[src/rtl/mem_access_ctrl_if.sv]
// mem_access_ctrl_if: request bus from the control unit plus RAM-side signals
interface mem_access_ctrl_if #(parameter int ADDR_W = 7);
  logic              Req;
  logic [5:0]        Req_Op;
  logic [31:0]       Req_Addr;
  logic [63:0]       Req_WData;
  logic              Busy;
  logic              MFC;
  logic              Trap;
  logic [63:0]       RData;
  logic [ADDR_W-1:0] MAR_Address;
  logic [31:0]       MDR_DataIn;
  logic [31:0]       MDR_DataOut;
  logic              Enable;
  logic [5:0]        OpCode;
  modport master (
    output Req, Req_Op, Req_Addr, Req_WData, MDR_DataOut,
    input  Busy, MFC, Trap, RData, MAR_Address, MDR_DataIn, Enable, OpCode
  );
  modport slave (
    input  Req, Req_Op, Req_Addr, Req_WData, MDR_DataOut,
    output Busy, MFC, Trap, RData, MAR_Address, MDR_DataIn, Enable, OpCode
  );
endinterface

[src/rtl/mem_access_ctrl.sv]
// mem_access_ctrl: sequences one request into RAM word accesses, splits LDD/STD, extends loads; define MISALIGN_TRAP_EN to trap misaligned addresses
module mem_access_ctrl #(
  parameter int ADDR_W  = 7,
  parameter int LATENCY = 2
) (
  input logic Clk,
  input logic Reset,
  mem_access_ctrl_if.slave bus
);
  typedef enum logic [2:0] {IDLE, ACC, GAP, ACC2, DONE} st_t;
  st_t         state, nstate;
  logic [7:0]  cnt;
  logic [3:0]  op;
  logic [31:0] lo, w0, ext;
  logic        trap_r, legal, mis, bad, last, dbl, ld;
  assign legal = bus.Req_Op inside {6'd0, 6'd1, 6'd2, 6'd3, 6'd4, 6'd5, 6'd6, 6'd7, 6'd9, 6'd10};
`ifdef MISALIGN_TRAP_EN
  assign mis = bus.Req_Op[1:0] == 2'b10 ? bus.Req_Addr[0] :
               bus.Req_Op[1:0] == 2'b00 ? |bus.Req_Addr[1:0] :
               bus.Req_Op[1:0] == 2'b11 ? |bus.Req_Addr[2:0] : 1'b0;
`else
  assign mis = 1'b0;
`endif
  assign bad  = !legal || mis;
  assign last = cnt == 8'(LATENCY - 1);
  assign dbl  = op[1:0] == 2'b11;
  assign ld   = !op[2];
  assign ext  = op[1:0] == 2'b01 ? {{24{op[3] & bus.MDR_DataOut[7]}}, bus.MDR_DataOut[7:0]} :
                op[1:0] == 2'b10 ? {{16{op[3] & bus.MDR_DataOut[15]}}, bus.MDR_DataOut[15:0]} :
                bus.MDR_DataOut;
  // state register and per-access cycle counter
  always_ff @(posedge Clk) begin
    if (Reset) begin
      state <= IDLE;
      cnt   <= '0;
    end else begin
      state <= nstate;
      cnt   <= (state == ACC || state == ACC2) && !last ? cnt + 8'd1 : '0;
    end
  end
  // next-state logic
  always_comb begin
    nstate = state;
    case (state)
      IDLE:    nstate = bus.Req ? (bad ? DONE : ACC) : IDLE;
      ACC:     nstate = last ? (dbl ? GAP : DONE) : ACC;
      GAP:     nstate = ACC2;
      ACC2:    nstate = last ? DONE : ACC2;
      default: nstate = IDLE;
    endcase
  end
  // status outputs decoded from state
  always_comb begin
    bus.Busy   = state != IDLE;
    bus.MFC    = state == DONE;
    bus.Trap   = state == DONE && trap_r;
    bus.Enable = state == ACC || state == ACC2;
  end
  // request latch, RAM address/data sequencing and load result capture
  always_ff @(posedge Clk) begin
    if (Reset) begin
      op              <= '0;
      lo              <= '0;
      w0              <= '0;
      trap_r          <= 1'b0;
      bus.MAR_Address <= '0;
      bus.MDR_DataIn  <= '0;
      bus.OpCode      <= '0;
      bus.RData       <= '0;
    end else begin
      if (state == IDLE && bus.Req) begin
        op              <= bus.Req_Op[3:0];
        lo              <= bus.Req_WData[31:0];
        trap_r          <= bad;
        bus.MAR_Address <= bus.Req_Addr[ADDR_W-1:0];
        bus.MDR_DataIn  <= bus.Req_Op == 6'd7 ? bus.Req_WData[63:32] : bus.Req_WData[31:0];
        bus.OpCode      <= legal && bus.Req_Op[1:0] == 2'b11 ? {3'b000, bus.Req_Op[2], 2'b00} : bus.Req_Op;
      end
      if (state == GAP) begin
        bus.MAR_Address <= bus.MAR_Address + ADDR_W'(4);
        if (op == 4'd7) bus.MDR_DataIn <= lo;
      end
      if (state == ACC && last && ld) begin
        if (dbl) w0 <= bus.MDR_DataOut;
        else bus.RData <= {32'h0, ext};
      end
      if (state == ACC2 && last && ld) bus.RData <= {w0, bus.MDR_DataOut};
    end
  end
endmodule

[src/flat_wrapper.sv]
// flat-port wrapper written by rule: the top's interface ports become plain ports
module mem_access_ctrl_flat 
#(
  parameter int ADDR_W  = 7,
  parameter int LATENCY = 2
)
  (Clk, Reset, bus_Req, bus_Req_Op, bus_Req_Addr, bus_Req_WData, bus_MDR_DataOut, bus_Busy, bus_MFC, bus_Trap, bus_RData, bus_MAR_Address, bus_MDR_DataIn, bus_Enable, bus_OpCode);
  mem_access_ctrl_if #(.ADDR_W(ADDR_W)) bus_i ();
  input logic Clk;
  input logic Reset;
  input wire logic [$bits(bus_i.Req)-1:0] bus_Req;
  input wire logic [$bits(bus_i.Req_Op)-1:0] bus_Req_Op;
  input wire logic [$bits(bus_i.Req_Addr)-1:0] bus_Req_Addr;
  input wire logic [$bits(bus_i.Req_WData)-1:0] bus_Req_WData;
  input wire logic [$bits(bus_i.MDR_DataOut)-1:0] bus_MDR_DataOut;
  output wire logic [$bits(bus_i.Busy)-1:0] bus_Busy;
  output wire logic [$bits(bus_i.MFC)-1:0] bus_MFC;
  output wire logic [$bits(bus_i.Trap)-1:0] bus_Trap;
  output wire logic [$bits(bus_i.RData)-1:0] bus_RData;
  output wire logic [$bits(bus_i.MAR_Address)-1:0] bus_MAR_Address;
  output wire logic [$bits(bus_i.MDR_DataIn)-1:0] bus_MDR_DataIn;
  output wire logic [$bits(bus_i.Enable)-1:0] bus_Enable;
  output wire logic [$bits(bus_i.OpCode)-1:0] bus_OpCode;
  assign bus_i.Req = bus_Req;
  assign bus_i.Req_Op = bus_Req_Op;
  assign bus_i.Req_Addr = bus_Req_Addr;
  assign bus_i.Req_WData = bus_Req_WData;
  assign bus_i.MDR_DataOut = bus_MDR_DataOut;
  assign bus_Busy = bus_i.Busy;
  assign bus_MFC = bus_i.MFC;
  assign bus_Trap = bus_i.Trap;
  assign bus_RData = bus_i.RData;
  assign bus_MAR_Address = bus_i.MAR_Address;
  assign bus_MDR_DataIn = bus_i.MDR_DataIn;
  assign bus_Enable = bus_i.Enable;
  assign bus_OpCode = bus_i.OpCode;
  mem_access_ctrl #(.ADDR_W(ADDR_W), .LATENCY(LATENCY)) u_core (.Clk(Clk), .Reset(Reset), .bus(bus_i));
endmodule
[config.mk]
export PLATFORM = sky130hd
export DESIGN_NAME = mem_access_ctrl_flat
export DESIGN_NICKNAME = d
export VERILOG_FILES = /design/src/rtl/mem_access_ctrl_if.sv /design/src/rtl/mem_access_ctrl.sv /design/src/flat_wrapper.sv
export SDC_FILE = /design/constraint.sdc
export NUM_CORES = 1
export LEC_CHECK = 0
export CAP_MARGIN = 15
export CORE_UTILIZATION = 35
export DETAILED_ROUTE_END_ITERATION = 10
export PLACE_DENSITY_LB_ADDON = 0.08
export RECOVER_POWER = 25
export SLEW_MARGIN = 0
export SYNTH_ARGS = -nofsm -noshare
export SYNTH_HDL_FRONTEND = slang
export SYNTH_SLANG_ARGS = --single-unit
[constraint.sdc]
create_clock -name Clk -period 3.2 [get_ports Clk]
set_clock_uncertainty 0.05 [all_clocks]
set_input_delay 0.8 -clock Clk [delete_from_list [all_inputs] [get_ports Clk]]
set_output_delay 0.8 -clock Clk [all_outputs]
set_load 0.005 [all_outputs]
==> results of run 1 <==
cell usage after synthesis, drive strengths merged, types with 2 or more instances:
master	n	area share (%)
a211oi	58	6.2
a21oi	59	4.0
a22oi	32	3.2
and2	3	0.25
and3	36	3.0
buf	16	1.2
clkbuf	58	2.9
dfxtp	188	50
ha	3	0.50
inv	5	0.25
mux2i	33	4.4
nand2	135	6.8
nand2b	3	0.25
nand3	13	0.87
nand3b	2	0.20
nand4	2	0.17
nor2	104	5.2
nor3	7	0.47
nor3b	2	0.20
nor4	2	0.25
nor4b	2	0.40
o21a	2	0.20
o21ai	92	6.1
or3	3	0.25
xnor2	3	0.35
xor2	5	0.58
critical path: stages:
cell	delay, ns
dlygate4sd3_1	0.54
nor4b_1	0.56
clkbuf_1	0.74
o21ai_0	0.16
o21ai_0	0.18
metal layers:
| layer | vias up | share of wire [%] | GRT usage [%] |
|---|---|---|---|
| met5 | - | 0 | 0 |
| met4 | 0 | 1.3 | 6.082 |
| met3 | 17 | 6.9 | 6.534 |
| met2 | 157 | 46 | 32.51 |
| met1 | 3180 | 46 | 25.68 |
| li1 | 3431 | - | - |
kinds of logic after synthesis:
kind of cell	after synthesis
DFF	188
buffers and inverters	79
and+or+nand+nor	319
AOI/OAI and AO/OA	250
muxes	33
xor gates and xnor gates	8
adders and majority gates	3
through the flow:
step,cell area (µm²),cells,hold slack [ns],worst slack [ns]
4_1_cts,10540,1353,0.4044,0.4652
6_report,10500,1353,0.3958,0.5207
3_3_place_gp,9958,1321,0.3870,0.4546
5_1_grt,10500,1353,0.4214,0.2626
2_1_floorplan,7487,880,0.3749,1.086
3_5_place_dp,9958,1321,0.3929,0.4708
worst max-delay path by stage:
stage | endpoint | slack (ns) | depth (start not counted)
after floorplan | u_core.bus.MDR_DataIn[10] | 1.09 | 5
after global placement | u_core.bus.RData[31] | 0.45 | 5
after detailed placement | u_core.bus.RData[17] | 0.47 | 5
after CTS | bus_Trap | 0.47 | 3
after global routing | u_core.bus.MDR_DataIn[16] | 0.26 | 5
final | u_core.bus.MDR_DataIn[21] | 0.52 | 5
layout make-up:
type	instances	area (µm²)	share of cell area (%)
timing repair buffer	240	2391	22.78
tap	275	344.1	3.278
clock buffer	18	429.2	4.088
inverter	5	18.77	0.1788
multi-input combinational	613	3403	32.42
clock inverter	14	147.6	1.406
sequential	188	3764	35.85
report_power, final:
group / leakage [nW] / total [mW] / switching, mW / internal, mW
sequential: 1.53 / 2.47 / 0.0508 / 2.42
clock: 0.280 / 2.12 / 1.01 / 1.11
combinational: 2.21 / 0.547 / 0.255 / 0.293
registers in the layout, indices dropped and copies added (netlist names):
signal,flops
u_core.bus.RData,64
u_core.bus.MDR_DataIn,32
u_core.lo,32
u_core.w0,32
u_core.cnt,8
u_core.bus.MAR_Address,7
u_core.bus.OpCode,5
u_core.op,4
u_core.state,3
u_core.trap_r,1
==> flow_summary.toml, run 1 <==
[min_path]
worstHoldStart = "u_core.lo[22]"
min_path_type = "register to register"
hold_end = "u_core.bus.MDR_DataIn[22]"
min_path_cells = 2

[yosys]
synth_compound_area_share_pct = 20.54
synthFlopType = "dfxtp_1"
ys.warnings.count = 0
synthAdderAreaFrac_pct = 0.5013
synthSimpleGateAreaFrac_pct = 18.95
syn-num-nets = 1020
syn_area_per_cell_um2 = 8.508
syn-cell-area_mm2 = 0.007487
synth-seq-cells = 188
synth_top_family_by_area = "compound AO/OA/AOI/OAI gates"
synth-edff-count = 0
synth_mux_area_share_pct = 4.412
ys_seq_area_share_pct = 50.27
ys_types = 45
synth_xor_area_share_pct = 0.9358
synth_cells = 880
postSynth.asyncResetShare_pct = 0

[drt]
viasPerCell = 5.015
first_pass_iters = 5
detail_route.iter0.violations = 320
wl_per_cell_um = 16.13
ant_nets = 0
vias = 6785
detail_route.drc_violations = 0
wl_mm = 21.83

[sta]
worst_pin_slew_ns = 1.193
finalSetupTns_ns = 0
finalSetupViolCount = 0
grt_setup_unrepaired = "false"
finalHoldViolations = 0
slew_headroom_pct = 20.48
slew_violations = 0
fin_crit_sh_pct = 83.73
timing.fmax_ghz = 0.3732
min_period_ns = 2.679

[placement]
gp_congestion = 0.7387
dp_hpwl_mm = 14.07
io_buffers = 224

[die]
die_w_um = 148.3
rows = 53
core_mm2 = 0.02102
dieArea_mm2 = 0.02198
chipHeight_um = 148.3
initial_utilization_pct = 35.62
ios = 250

[pwr]
power.leakage_nw = 4.019
peakVddDrop_mv = 0.3439
power.total_mw = 5.142
p_per_area_mw_per_mm2 = 489.8

[global_route]
grt_pass1_vias = 6563
grt_overflow_total = 0
grt_max_degree = 129
grt_usage_pct = 20.21
antenna_found_initial = 0
grt_pass1_wl_mm = 34.93

[critical_path]
cp-start-kind = "input port"
critPathRequiredTime_ns = 3.51
worst_r2r_path_depth = 6
worstSetupEndpointType = "register"
r2r_slack_ns = 0.67
path_max_fanout = 22
path_class = "input port to register"
reg2reg_to = "u_core.bus.RData[9]"
r2r-start = "u_core.cnt[0]"
critPathArrivalTime_ns = 2.99
cp-startpoint = "bus_Req"

[cts]
ctsHoldBuffers = 0
cts.sinks = 188
cts_tree = "done"
clkTransAtPathRegs_ns = 0.07
post_cts_resize_count = 0
cts_made_buffers = 17
insertion_delay_ns = 0.44
cts_buffer_depth = 2
root_buffer = "clkbuf_16"
post-cts-setup-buffers = 0
cts_htree_levels = 4

[layout]
area_growth_pct = 40.21
final_common_cell = "clkdlybuf4s50_1"
fillers = 2068
layout.nets = 1205
final_cell_mix = "clkdlybuf4s50_1, dfxtp_1, nand2_1, nor2_1, o21ai_0"
drive_gt1_share_pct = 5.473
num_antenna_cells = 0
post-route-util_pct = 49.94

[flow_run]
drv_cap = 0

[run_status]
run_status = "completed"
Power figures use the tool's default switching activity.
==> run 2: changes to the inputs <==
==> constraint.sdc (replaced) <==
create_clock -name Clk -period 2.8 [get_ports Clk]
set_clock_uncertainty 0.05 [all_clocks]
set_input_delay 0.7 -clock Clk [delete_from_list [all_inputs] [get_ports Clk]]
set_output_delay 0.7 -clock Clk [all_outputs]
set_load 0.005 [all_outputs]
==> run 2 against run 1 <==
Effect of this change:
- worst hold slack improved by 0.0077 ns
- setup slack got worse by 0.28 ns
- register-to-register slack got worse by 0.37 ns
- clock power increased by 22%
- sequential share of layout area decreased by 0.34 points
- critical path type is now register to output port
- highest routed layer is now met5
==> flow_summary.toml, run 2 (same netlist as run 1, synthesis figures left out) <==
[min_path]
min_path_cells = 2
worstHoldStart = "u_core.lo[0]"
min_path_type = "register to register"
hold_end = "u_core.bus.MDR_DataIn[0]"

[global_route]
grt_overflow_total = 0
antenna_found_initial = 1
grt_max_degree = 57
grt_pass1_vias = 6514
grt_pass1_wl_mm = 34.80
grt_usage_pct = 20.08

[sta]
worst_pin_slew_ns = 1.321
finalSetupTns_ns = 0
worst_hold_slack_ns = 0.4035
slew_headroom_pct = 11.94
min_period_ns = 2.560
finalHoldViolations = 0
fin_crit_sh_pct = 91.43
slew_violations = 0
grt_setup_unrepaired = "false"
timing.fmax_ghz = 0.3906
finalSetupViolCount = 0

[drt]
first_pass_iters = 5
vias = 6785
detail_route.iter0.violations = 338
wl_mm = 22.02
ant_nets = 0
detail_route.drc_violations = 0
wl_per_cell_um = 16.19
viasPerCell = 4.989

[die]
core_mm2 = 0.02102
chipHeight_um = 148.3
ios = 250
die_w_um = 148.3
initial_utilization_pct = 35.62
dieArea_mm2 = 0.02198
rows = 53

[cts]
insertion_delay_ns = 0.42
post-cts-setup-buffers = 0
clkTransAtPathRegs_ns = 0.07
post_cts_resize_count = 0
ctsHoldBuffers = 0
cts_made_buffers = 17
root_buffer = "clkbuf_16"
cts_htree_levels = 4
cts_tree = "done"
cts_buffer_depth = 2
cts.sinks = 188

[layout]
area_growth_pct = 41.54
largest-register = "u_core.bus.RData"
drive_gt1_share_pct = 6.267
final_common_cell = "clkdlybuf4s50_1"
post-route-util_pct = 50.41
layout.nets = 1212
num_antenna_cells = 0
final_cell_mix = "clkdlybuf4s50_1, dfxtp_1, nand2_1, nor2_1, o21ai_0"
largest_register_ffs = 64

[critical_path]
worstSetupEndpointType = "output port"
r2r_slack_ns = 0.30
reg2reg_to = "u_core.bus.RData[31]"
r2r-start = "u_core.cnt[0]"
critPathRequiredTime_ns = 2.05
path_class = "register to output port"
cp-start-kind = "register"
worst_r2r_path_depth = 5
path_max_fanout = 9
critPathArrivalTime_ns = 1.81

[placement]
dp_hpwl_mm = 14.48
io_buffers = 224
gp_congestion = 0.7565

[flow_run]
drv_cap = 0

[pwr]
p_per_area_mw_per_mm2 = 570.9
power.leakage_nw = 4.084
power.total_mw = 6.050
peakVddDrop_mv = 0.3447

[run_status]
run_status = "completed"
-- run 2: per-stage QoR --
step / instance area (µm²) / setup slack, ns / std cells
after floorplan: 7487 / 0.7859 / 880
after global placement: 9986 / 0.1741 / 1328
after detailed placement: 9986 / 0.1426 / 1328
after CTS: 10620 / 0.2129 / 1360
after global routing: 10600 / 0.07880 / 1360
final: 10600 / 0.2400 / 1360
-- run 2: how the worst max path moves through the flow --
| stage | from | to | slack (ns) | cells past startpoint |
|---|---|---|---|---|
| detailed placement | bus_MDR_DataOut[7] | u_core.bus.RData[20] | 0.14 | 5 |
| floorplan | bus_Req_Op[3] | u_core.bus.MDR_DataIn[10] | 0.79 | 5 |
| global placement | bus_MDR_DataOut[7] | u_core.bus.RData[31] | 0.17 | 5 |
| global route | u_core.cnt[0] | u_core.bus.RData[20] | 0.08 | 5 |
| finish | u_core.state[0] | bus_Enable | 0.24 | 3 |
| CTS | u_core.state[0] | bus_Enable | 0.21 | 3 |
-- run 2: layer usage --
layer	wire [µm]	GRT usage, %	up-vias
li1	-	-	3453
met1	10150	26.00	3148
met2	10220	32.35	166
met3	1460	6.626	16
met4	181	4.381	2
met5	10	0	-
-- run 2: area by class of cell --
cell class | instances | area [µm²]
Timing Repair Buffer | 247 | 2419
Clock buffer | 19 | 452.9
Sequential cell | 188 | 3764
Multi-Input combinational cell | 613 | 3418
Tap cell | 275 | 344.1
Clock inverter | 13 | 181.4
Fill cell | 2035 | 10420
Inverter | 5 | 18.77
-- run 2: critical path: stages (launching register included) --
cell and delay [ns]:
dfxtp_1 0.52, nand2b_1 0.18, inv_1 0.16, clkdlybuf4s50_1 0.54
-- run 2: power by group --
group / internal, mW / total [mW] / leakage (nW) / switching (mW)
sequential: 2.77 / 2.83 / 1.53 / 0.0600
combinational: 0.335 / 0.630 / 2.25 / 0.295
clock: 1.48 / 2.59 / 0.302 / 1.11
==> run 3: changes to the inputs <==
--- a/config.mk
+++ b/config.mk
@@ -6,6 +6,7 @@
 export NUM_CORES = 1
 export LEC_CHECK = 0
 export CAP_MARGIN = 15
+export CORE_ASPECT_RATIO = 1.5
 export CORE_UTILIZATION = 35
 export DETAILED_ROUTE_END_ITERATION = 10
 export PLACE_DENSITY_LB_ADDON = 0.08
==> run 3 against run 2 <==
Effect of this change:
- worst hold slack worse by 0.0026 ns
- routed wire length is 2.6% lower
- sequential power hardly changed
- maximum frequency is 0.65% lower
- power is 6.0% lower
- register-to-register slack worse by 0.05 ns
- global-route usage is 0.30 points lower
- critical path type is now input port to register
- critical endpoint is now u_core.bus.MDR_DataIn[8]
- largest power group unchanged
- highest routed layer is now met4
==> flow_summary.toml, run 3 (same netlist as run 1, synthesis figures left out) <==
[run_status]
run_status = "completed"

[critical_path]
slowest_stage = "clkbuf_2"
worst_r2r_path_depth = 5
crit_buf_inv = 3
worstSetupEndpointType = "register"
critPathArrivalTime_ns = 2.88
path_class = "input port to register"
critPathRequiredTime_ns = 3.10
path_cells = "dlygate4sd3_1 > nand3b_1 > clkbuf_2 > buf_4 > a211oi_1 > o21ai_0"
path_max_fanout = 54
worst-path-stages = 6
cp_slowest_stage_delay_ns = 0.86
cp-start-kind = "input port"
crit_family = "buffers and inverters"

[die]
ios = 250
initial_utilization_pct = 35.68
core_mm2 = 0.02098
dieArea_mm2 = 0.02199
chipHeight_um = 181.1
die_w_um = 121.4
rows = 65

[layout]
largest-register = "u_core.bus.RData"
ff_latch_area_mm2 = 0.003764
stdcell_count = 1348
layout.nets = 1207
drive_gt1_share_pct = 5.556
final_cell_mix = "clkdlybuf4s50_1, dfxtp_1, nand2_1, nor2_1, o21ai_0"
fillers = 2067
area_growth_pct = 39.71
final_common_cell = "clkdlybuf4s50_1"
largest_register_ffs = 64
design_area_mm2 = 0.01046
num_antenna_cells = 0
multi_input_area_mm2 = 0.003403

[cts]
cts_tree = "done"
post-cts-setup-buffers = 0
cts_htree_levels = 4
root_buffer = "clkbuf_16"
clkTransAtPathRegs_ns = 0.07
ctsHoldBuffers = 0
cts.sinks = 188
cts_buffer_depth = 2
insertion_delay_ns = 0.43
post_cts_resize_count = 0
cts_made_buffers = 17

[global_route]
antenna_found_initial = 1
grt_usage_pct = 19.78
grt_max_degree = 103
grt_pass1_vias = 6546
grt_overflow_total = 0
grt_pass1_wl_mm = 34.27

[sta]
slew_violations = 0
finalHoldViolations = 0
fin_crit_sh_pct = 92.03
min_period_ns = 2.577
slew_headroom_pct = 19.81
timing.fmax_ghz = 0.3881
finalSetupTns_ns = 0
worst_pin_slew_ns = 1.203
finalSetupViolCount = 0
grt_setup_unrepaired = "false"

[placement]
place_inst = 1316
gp_congestion = 0.7526
dp_hpwl_mm = 13.88
io_buffers = 224
placed_area_mm2 = 0.009977

[pwr]
p_per_area_mw_per_mm2 = 543.6
power.total_mw = 5.686
power.leakage_nw = 4.016
peakVddDrop_mv = 0.3860

[drt]
detail_route.drc_violations = 0
ant_nets = 0
first_pass_iters = 6
viasPerCell = 5.045
detail_route.iter0.violations = 374
wl_per_cell_um = 15.91
vias = 6800
wl_mm = 21.44

[min_path]
min_path_cells = 2
min_path_type = "register to register"

[flow_run]
drv_cap = 0
run 3: per-layer routing:
metal | track usage (%) | part of all wire [%] | vias up
li1 | - | - | 3434
met1 | 23.09 | 44 | 3172
met2 | 33.89 | 49 | 181
met3 | 6.250 | 6.2 | 13
met4 | 6.222 | 1.1 | 0
met5 | 0 | 0 | -
run 3: path summary, 6_finish.rpt:
| check | start | to | slack [ns] |
|---|---|---|---|
| worst min-delay path | u_core.bus.MAR_Address[1] | u_core.bus.MAR_Address[1] | 0.40 |
| worst max register to register | u_core.cnt[0] | u_core.bus.RData[23] | 0.25 |
| worst max-delay path | bus_Req | u_core.bus.MDR_DataIn[8] | 0.22 |
| worst min register to register | u_core.bus.MAR_Address[1] | u_core.bus.MAR_Address[1] | 0.40 |
run 3: metrics by stage:
step,hold WS (ns),utilization (%),worst slack [ns]
floorplan,0.3749,-,0.7859
global placement,0.3814,47.55,0.2153
detailed placement,0.3911,47.55,0.1802
CTS,0.4058,50.05,0.2369
global route,0.4212,49.85,0.04073
finish,0.4008,49.85,0.2232
run 3: final cells by class:
cell class                      instances  share of cell area, %
Inverter                                5                 0.1794
Clock buffer                           19                  4.139
Timing Repair Buffer                  242                  23.07
Sequential cell                       188                  35.98
Multi-Input combinational cell        613                  32.54
Tap cell                              268                  3.206
Clock inverter                         13                 0.8852
run 3: power by group:
part           leakage (nW)  internal, mW  switching, mW
Combinational          2.23         0.342          0.293
Sequential             1.53          2.77         0.0576
Clock                 0.258          1.14           1.08
Total                  4.02          4.25           1.43
run 3: worst register-to-register path, cell delays in order, from the launching register on:
cell	delay, ns
dfxtp_1	0.42
ha_1	0.19
nor4b_2	0.40
nand4_1	0.33
a21oi_2	0.83
a211oi_1	0.17
